**config.mk**
```make
export PLATFORM = sky130hd
export DESIGN_NAME = mul_seq_flat
export DESIGN_NICKNAME = d
export VERILOG_FILES = /design/src/rtl/mul_seq_pkg.sv /design/src/rtl/mul_seq_if.sv /design/src/rtl/mul_seq_add.sv /design/src/rtl/mul_seq.sv /design/src/flat_wrapper.sv
export SDC_FILE = /design/constraint.sdc
export NUM_CORES = 1
export LEC_CHECK = 0
export ABC_AREA = 1
export BUFFER_PORTS_ARGS = -buffer_cell sky130_fd_sc_hd__buf_2
export CORE_AREA = 2 2 198 103
export DETAILED_ROUTE_END_ITERATION = 10
export DIE_AREA = 0 0 200 105
export HOLD_SLACK_MARGIN = 0.06
export PLACE_DENSITY = 0.88
export SKIP_CTS_REPAIR_TIMING = 1
export SYNTH_ARGS = -nofsm -noshare
export SYNTH_HDL_FRONTEND = slang
export SYNTH_SLANG_ARGS = --single-unit
```
**constraint.sdc**
```tcl
create_clock -name clk -period 6.9 [get_ports clk]
set_input_delay 0.345 -clock clk [delete_from_list [all_inputs] [get_ports clk]]
set_output_delay 0.345 -clock clk [all_outputs]
set_load 0.005 [all_outputs]
```
**src/rtl/mul_seq_pkg.sv**
```systemverilog
// Shared definitions for the sequential multiplier: handshake state encoding
// and the state-register width reused by other sequential primitives.
package mul_seq_pkg;

    localparam int MS_STATE_W = 2;

    typedef enum logic [MS_STATE_W-1:0] {
        MS_IDLE = 2'd0,
        MS_BUSY = 2'd1,
        MS_DONE = 2'd2
    } ms_state_e;

endpackage : mul_seq_pkg

```
**src/rtl/mul_seq_if.sv**
```systemverilog
// Operand/product handshake bundle for mul_seq. The producer/consumer side
// uses the master modport and the multiplier uses the slave modport.
interface mul_seq_if #(
    parameter int LEN = 32
);

    logic               mul_seq_in_valid;
    logic               mul_seq_in_ready;
    logic               mul_seq_signed;
    logic [LEN-1:0]     mul_seq_in_1;
    logic [LEN-1:0]     mul_seq_in_2;
    logic               mul_seq_out_valid;
    logic               mul_seq_out_ready;
    logic [2*LEN-1:0]   mul_seq_out;

    modport master (
        output mul_seq_in_valid,
        output mul_seq_signed,
        output mul_seq_in_1,
        output mul_seq_in_2,
        output mul_seq_out_ready,
        input  mul_seq_in_ready,
        input  mul_seq_out_valid,
        input  mul_seq_out
    );

    modport slave (
        input  mul_seq_in_valid,
        input  mul_seq_signed,
        input  mul_seq_in_1,
        input  mul_seq_in_2,
        input  mul_seq_out_ready,
        output mul_seq_in_ready,
        output mul_seq_out_valid,
        output mul_seq_out
    );

endinterface : mul_seq_if

```
**src/rtl/mul_seq_add.sv**
```systemverilog
// Unsigned LEN-bit adder with the carry returned as the top bit of a
// LEN+1-bit sum.
module mul_seq_add #(
    parameter int LEN = 32
) (
    input  logic [LEN-1:0] a_i,
    input  logic [LEN-1:0] b_i,
    output logic [LEN:0]   sum_o
);

    assign sum_o = {1'b0, a_i} + {1'b0, b_i};

endmodule : mul_seq_add

```
**src/rtl/mul_seq.sv**
```systemverilog
// Iterative radix-2 shift-add multiplier: takes |in_1|*|in_2| over exactly LEN
// BUSY cycles with a single adder, then applies the sign and holds the product.
module mul_seq
    import mul_seq_pkg::*;
#(
    parameter int LEN = 32
) (
    input  logic     clk,
    input  logic     rst,
    mul_seq_if.slave bus
);

    localparam int              CW     = (LEN > 1) ? $clog2(LEN) : 1;
    localparam logic [LEN-1:0]  ONE_L  = {{(LEN-1){1'b0}}, 1'b1};
    localparam logic [2*LEN-1:0] ONE_2L = {{(2*LEN-1){1'b0}}, 1'b1};

    ms_state_e          state_q, state_d;
    logic [LEN-1:0]     mcand_q, mcand_d;
    logic [LEN-1:0]     acc_q, acc_d;
    logic [LEN-1:0]     mplier_q, mplier_d;
    logic               neg_q, neg_d;
    logic [CW-1:0]      cnt_q, cnt_d;
    logic [2*LEN-1:0]   out_q, out_d;

    logic [LEN-1:0]     addend_s;
    logic [LEN:0]       sum_s;
    logic [2*LEN-1:0]   prod_s;
    logic [LEN-1:0]     mag1_s, mag2_s;
    logic               in_neg_s;

    // The most-negative input negates to itself, which read unsigned is 2^(LEN-1).
    assign mag1_s   = (bus.mul_seq_signed && bus.mul_seq_in_1[LEN-1]) ?
                      ((~bus.mul_seq_in_1) + ONE_L) : bus.mul_seq_in_1;
    assign mag2_s   = (bus.mul_seq_signed && bus.mul_seq_in_2[LEN-1]) ?
                      ((~bus.mul_seq_in_2) + ONE_L) : bus.mul_seq_in_2;
    assign in_neg_s = bus.mul_seq_signed & (bus.mul_seq_in_1[LEN-1] ^ bus.mul_seq_in_2[LEN-1]);

    assign addend_s = mplier_q[0] ? mcand_q : {LEN{1'b0}};

    mul_seq_add #(.LEN(LEN)) u_add (
        .a_i   (acc_q),
        .b_i   (addend_s),
        .sum_o (sum_s)
    );

    // Full product after the last step: {carry, acc, multiplier} shifted right once.
    assign prod_s = {sum_s, mplier_q[LEN-1:1]};

    // Next-state and datapath update for the IDLE/BUSY/DONE sequence.
    always_comb begin
        state_d  = state_q;
        mcand_d  = mcand_q;
        acc_d    = acc_q;
        mplier_d = mplier_q;
        neg_d    = neg_q;
        cnt_d    = cnt_q;
        out_d    = out_q;
        case (state_q)
            MS_IDLE: begin
                if (bus.mul_seq_in_valid) begin
                    mcand_d  = mag1_s;
                    mplier_d = mag2_s;
                    neg_d    = in_neg_s;
                    acc_d    = {LEN{1'b0}};
                    cnt_d    = CW'(LEN - 1);
                    state_d  = MS_BUSY;
                end else begin
                    state_d  = MS_IDLE;
                end
            end
            MS_BUSY: begin
                acc_d    = sum_s[LEN:1];
                mplier_d = {sum_s[0], mplier_q[LEN-1:1]};
                if (cnt_q == {CW{1'b0}}) begin
                    cnt_d   = {CW{1'b0}};
                    out_d   = neg_q ? ((~prod_s) + ONE_2L) : prod_s;
                    state_d = MS_DONE;
                end else begin
                    cnt_d   = cnt_q - {{(CW-1){1'b0}}, 1'b1};
                    state_d = MS_BUSY;
                end
            end
            MS_DONE: begin
                if (bus.mul_seq_out_ready) begin
                    state_d = MS_IDLE;
                end else begin
                    state_d = MS_DONE;
                end
            end
            default: begin
                state_d = MS_IDLE;
            end
        endcase
    end

    // State and datapath registers with synchronous reset.
    always_ff @(posedge clk) begin
        if (rst) begin
            state_q  <= MS_IDLE;
            mcand_q  <= {LEN{1'b0}};
            acc_q    <= {LEN{1'b0}};
            mplier_q <= {LEN{1'b0}};
            neg_q    <= 1'b0;
            cnt_q    <= {CW{1'b0}};
            out_q    <= {(2*LEN){1'b0}};
        end else begin
            state_q  <= state_d;
            mcand_q  <= mcand_d;
            acc_q    <= acc_d;
            mplier_q <= mplier_d;
            neg_q    <= neg_d;
            cnt_q    <= cnt_d;
            out_q    <= out_d;
        end
    end

    assign bus.mul_seq_in_ready  = (state_q == MS_IDLE);
    assign bus.mul_seq_out_valid = (state_q == MS_DONE);
    assign bus.mul_seq_out       = out_q;

endmodule : mul_seq

```
**src/flat_wrapper.sv**
```systemverilog
// flat-port wrapper written by rule: the top's interface ports become plain ports
module mul_seq_flat import mul_seq_pkg::*;
#(
    parameter int LEN = 32
)
  (clk, rst, bus_mul_seq_in_valid, bus_mul_seq_signed, bus_mul_seq_in_1, bus_mul_seq_in_2, bus_mul_seq_out_ready, bus_mul_seq_in_ready, bus_mul_seq_out_valid, bus_mul_seq_out);
  mul_seq_if #(.LEN(LEN)) bus_i ();
  input  logic clk;
  input  logic rst;
  input wire logic [$bits(bus_i.mul_seq_in_valid)-1:0] bus_mul_seq_in_valid;
  input wire logic [$bits(bus_i.mul_seq_signed)-1:0] bus_mul_seq_signed;
  input wire logic [$bits(bus_i.mul_seq_in_1)-1:0] bus_mul_seq_in_1;
  input wire logic [$bits(bus_i.mul_seq_in_2)-1:0] bus_mul_seq_in_2;
  input wire logic [$bits(bus_i.mul_seq_out_ready)-1:0] bus_mul_seq_out_ready;
  output wire logic [$bits(bus_i.mul_seq_in_ready)-1:0] bus_mul_seq_in_ready;
  output wire logic [$bits(bus_i.mul_seq_out_valid)-1:0] bus_mul_seq_out_valid;
  output wire logic [$bits(bus_i.mul_seq_out)-1:0] bus_mul_seq_out;
  assign bus_i.mul_seq_in_valid = bus_mul_seq_in_valid;
  assign bus_i.mul_seq_signed = bus_mul_seq_signed;
  assign bus_i.mul_seq_in_1 = bus_mul_seq_in_1;
  assign bus_i.mul_seq_in_2 = bus_mul_seq_in_2;
  assign bus_i.mul_seq_out_ready = bus_mul_seq_out_ready;
  assign bus_mul_seq_in_ready = bus_i.mul_seq_in_ready;
  assign bus_mul_seq_out_valid = bus_i.mul_seq_out_valid;
  assign bus_mul_seq_out = bus_i.mul_seq_out;
  mul_seq #(.LEN(LEN)) u_core (.clk(clk), .rst(rst), .bus(bus_i));
endmodule
```
==> results.yml <==
timing:
  slew_violations: 0
  rsz0062_at_grt: "false"
  max-slew-margin-rel_pct: 28.6
  post-route-period-util_pct: 56.1
  skew_ns: 0.00910
  report.final.setup_viol: 0
  tns_ns: 0
  hold_viol: 0
  tightest_slew_ns: 1.07
  min_period_ns: 3.87
  clock.fmax_ghz: 0.258
job:
  cap_viol_max_count: 0
clock_tree:
  clkSinkCount: 168
  clockRootBuffer: "clkbuf_16"
  path_clk_slew_ns: 0.06
  insertion_delay_ns: 0.43
  cts_buffers: 17
  tritoncts: "done"
  clockBufferDepth: 2
  cts_htree_levels: 4
synthesis:
  synth.net_count: 2187
  yosys.area.top_type: "dfxtp_1"
  synth-compound-area-share_pct: 16.1
  synth_xor_area_share_pct: 3.42
  synth_top_family_by_area: "simple AND/OR/NAND/NOR gates"
  yosys.area_share.simple_pct: 37.4
  synth.distinct_cells: 46
  synthMuxAreaShare_pct: 0
  synth_fa_ha_area_share_pct: 3.82
  synth-seq-area-share_pct: 27.3
  synth.top_cell.area_share_pct: 27.3
  synth_area_um2: 12300
  synth_area_leaders: "dfxtp_1, nand2_1, inv_1"
  syn_inst: 2081
  ys_ff_latch: 168
  yosysWarnings: 0
  avgSynthCellArea_um2: 5.91
finish:
  multiInputGateArea_um2: 7490
  n_fill_cell: 1684
  final_cells: 2447
  final_nets: 2275
  regArea_um2: 3360
  syn_to_final_growth_pct: 11.2
  antenna_cells: 0
  drive_gt1_share_pct: 12.1
  layout_common_cells: "nand2_1, inv_1, nor2_1, dfxtp_1, a21oi_1"
  final_common_cell: "nand2_1"
worst_setup_path:
  critPathCaptureType: "flip-flop"
  rrSetupSlack_ns: 3.03
  cp.arrival_ns: 4.20
  critical_path_class: "reg -> reg"
  r2r_cells: 16
  cpPeakStageDelay_ns: 0.97
  rr_startpoint: "u_core.mplier_q[0]"
  crit_fanout: 33
  start_kind: "flip-flop"
  crit_required_ns: 7.23
  cp_cell_sequence: "nand2_1, inv_1, ha_1, fa_1, nor4_1, nand3_1, nor2_1, nand3_1, nor2_2, nand3_1, nand2_1, nand2_1, nand2_1, nand3_1, nand2_1, inv_1"
  crit_top_cell: "nand2_1"
  r2r-end: "u_core.bus.mul_seq_out[61]"
  slowest_stage: "dfxtp_1"
hold_path:
  holdPathStages: 4
  worstHoldStart: "bus_mul_seq_out_ready"
  min_path_type: "in -> reg"
  hold_end: "u_core.state_q[1]"
grt:
  grt_pass1_wl_um: 63200
  antenna_found_initial: 0
  grt_max_degree: 77
  grt.total_usage_pct: 38.9
  overflow: 0
  grt_pass1_vias: 11859
route:
  first_iter_violations: 1982
  num_vias: 13905
  vias_per_cell: 5.68
  drc: 0
  dr.pass1.iters: 6
  ant_nets: 0
  finalWirelength_um: 40900
  wl_per_cell_um: 16.7
floorplanning:
  io_pins: 135
  initial_core_util_pct: 64.3
  rows: 36
  die_area_um2: 21000
  dieHeight_um: 105
  die_w_um: 200
  core_um2: 19100
power:
  vdd_ir_drop_max_mv: 0.221
  cellLeakagePower_uw: 0.00731
  powerDensity_nw_per_um2: 212
run_status:
  status: "completed"
placement:
  place_congestion: 0.966
  port_buffers: 134
  hpwlAfterDp_um: 31800
  placed_cells: 2416
## synth_stat cells, drive strengths merged
| cell | number |
|---|---|
| dfxtp | 168 |
| nor2 | 254 |
| a22oi | 4 |
| buf | 19 |
| o22ai | 3 |
| a221oi | 1 |
| clkbuf | 55 |
| and2 | 2 |
| a21o | 4 |
| o221ai | 18 |
| nor3 | 19 |
| or2 | 4 |
| o31ai | 5 |
| o21ai | 112 |
| nor4 | 6 |
| a31oi | 34 |
| o221a | 1 |
| nand3b | 12 |
| xnor2 | 12 |
| xor2 | 36 |
| o211ai | 22 |
| inv | 308 |
| fa | 1 |
| a211oi | 4 |
| o21bai | 3 |
| nand2 | 656 |
| nand3 | 123 |
| ha | 36 |
| clkinv | 4 |
| nand4 | 16 |
| a21oi | 137 |
| and3 | 2 |
## routing by layer
layer  up-vias  GRT usage [%]  wire length, µm
met3        50           14.9             6530
met2       864           49.3            14800
met4         0           7.67              538
met5         -              0                0
met1      6187           60.1            19000
li1       6804              -                -
## report_power, final
group / switching [µW] / leakage [µW] / internal (µW) / total (µW)
logic: 525 / 0.00567 / 250 / 775
clock network: 409 / 0.000272 / 552 / 961
registers: 94.1 / 0.00137 / 1070 / 1160
total: 1030 / 0.00731 / 1870 / 2900
## registers in the layout, summed over array words and instances (netlist names)
signal                  cells
u_core.mplier_q            32
u_core.bus.mul_seq_out     64
u_core.state_q              2
u_core.mcand_q             32
u_core.acc_q               32
u_core.cnt_q                5
u_core.neg_q                1
## kinds of logic (layout without fill, tap and decap cells)
logic type / Yosys count / in the layout
fa+ha+maj: 37 / 37
xor+xnor: 48 / 48
buf+inv: 386 / 486
flops: 168 / 168
compound gates: 348 / 348
simple gates: 1094 / 1094
## stage by stage
stage	util, %	setup WS [ns]	total power [µW]	hold WS, ns	cell area [µm²]
finish	71.5	3.03	2900	0.178	13700
global route	71.5	2.73	3030	0.205	13700
CTS	71.5	3.18	2870	0.172	13700
detailed placement	68.4	3.23	1920	0.466	13100
global placement	68.4	3.27	1900	0.454	13100
floorplan	-	4.10	1670	0.445	12300
## worst max-delay path by stage
stage | start | to | slack, ns | cells after the start
final | u_core.mplier_q[0] | u_core.bus.mul_seq_out[61] | 3.03 | 16
after global routing | u_core.mplier_q[0] | u_core.bus.mul_seq_out[61] | 2.73 | 16
after CTS | u_core.mplier_q[0] | u_core.bus.mul_seq_out[61] | 3.18 | 16
after detailed placement | u_core.state_q[1] | u_core.cnt_q[3] | 3.23 | 7
after global placement | u_core.state_q[1] | u_core.cnt_q[3] | 3.27 | 7
after floorplan | u_core.mplier_q[0] | u_core.bus.mul_seq_out[60] | 4.10 | 24
## layout make-up
| type | instances | area share (%) |
|---|---|---|
| multi-input combinational | 1527 | 54.8 |
| sequential | 168 | 24.6 |
| inverter | 312 | 8.56 |
| timing repair buffer | 143 | 5.40 |
| clock buffer | 21 | 3.37 |
| tap | 266 | 2.43 |
| clock inverter | 10 | 0.887 |
## worst max-delay path: cells and delay by family (launching register included)
kind / cells / cell delay (ns)
AND/OR/NAND/NOR: 12 / 1.79
flip-flops: 1 / 0.97
adder cells (fa/ha/maj): 2 / 0.87
buffers and inverters: 2 / 0.13
Note: power is estimated with default switching activity, not from simulation.
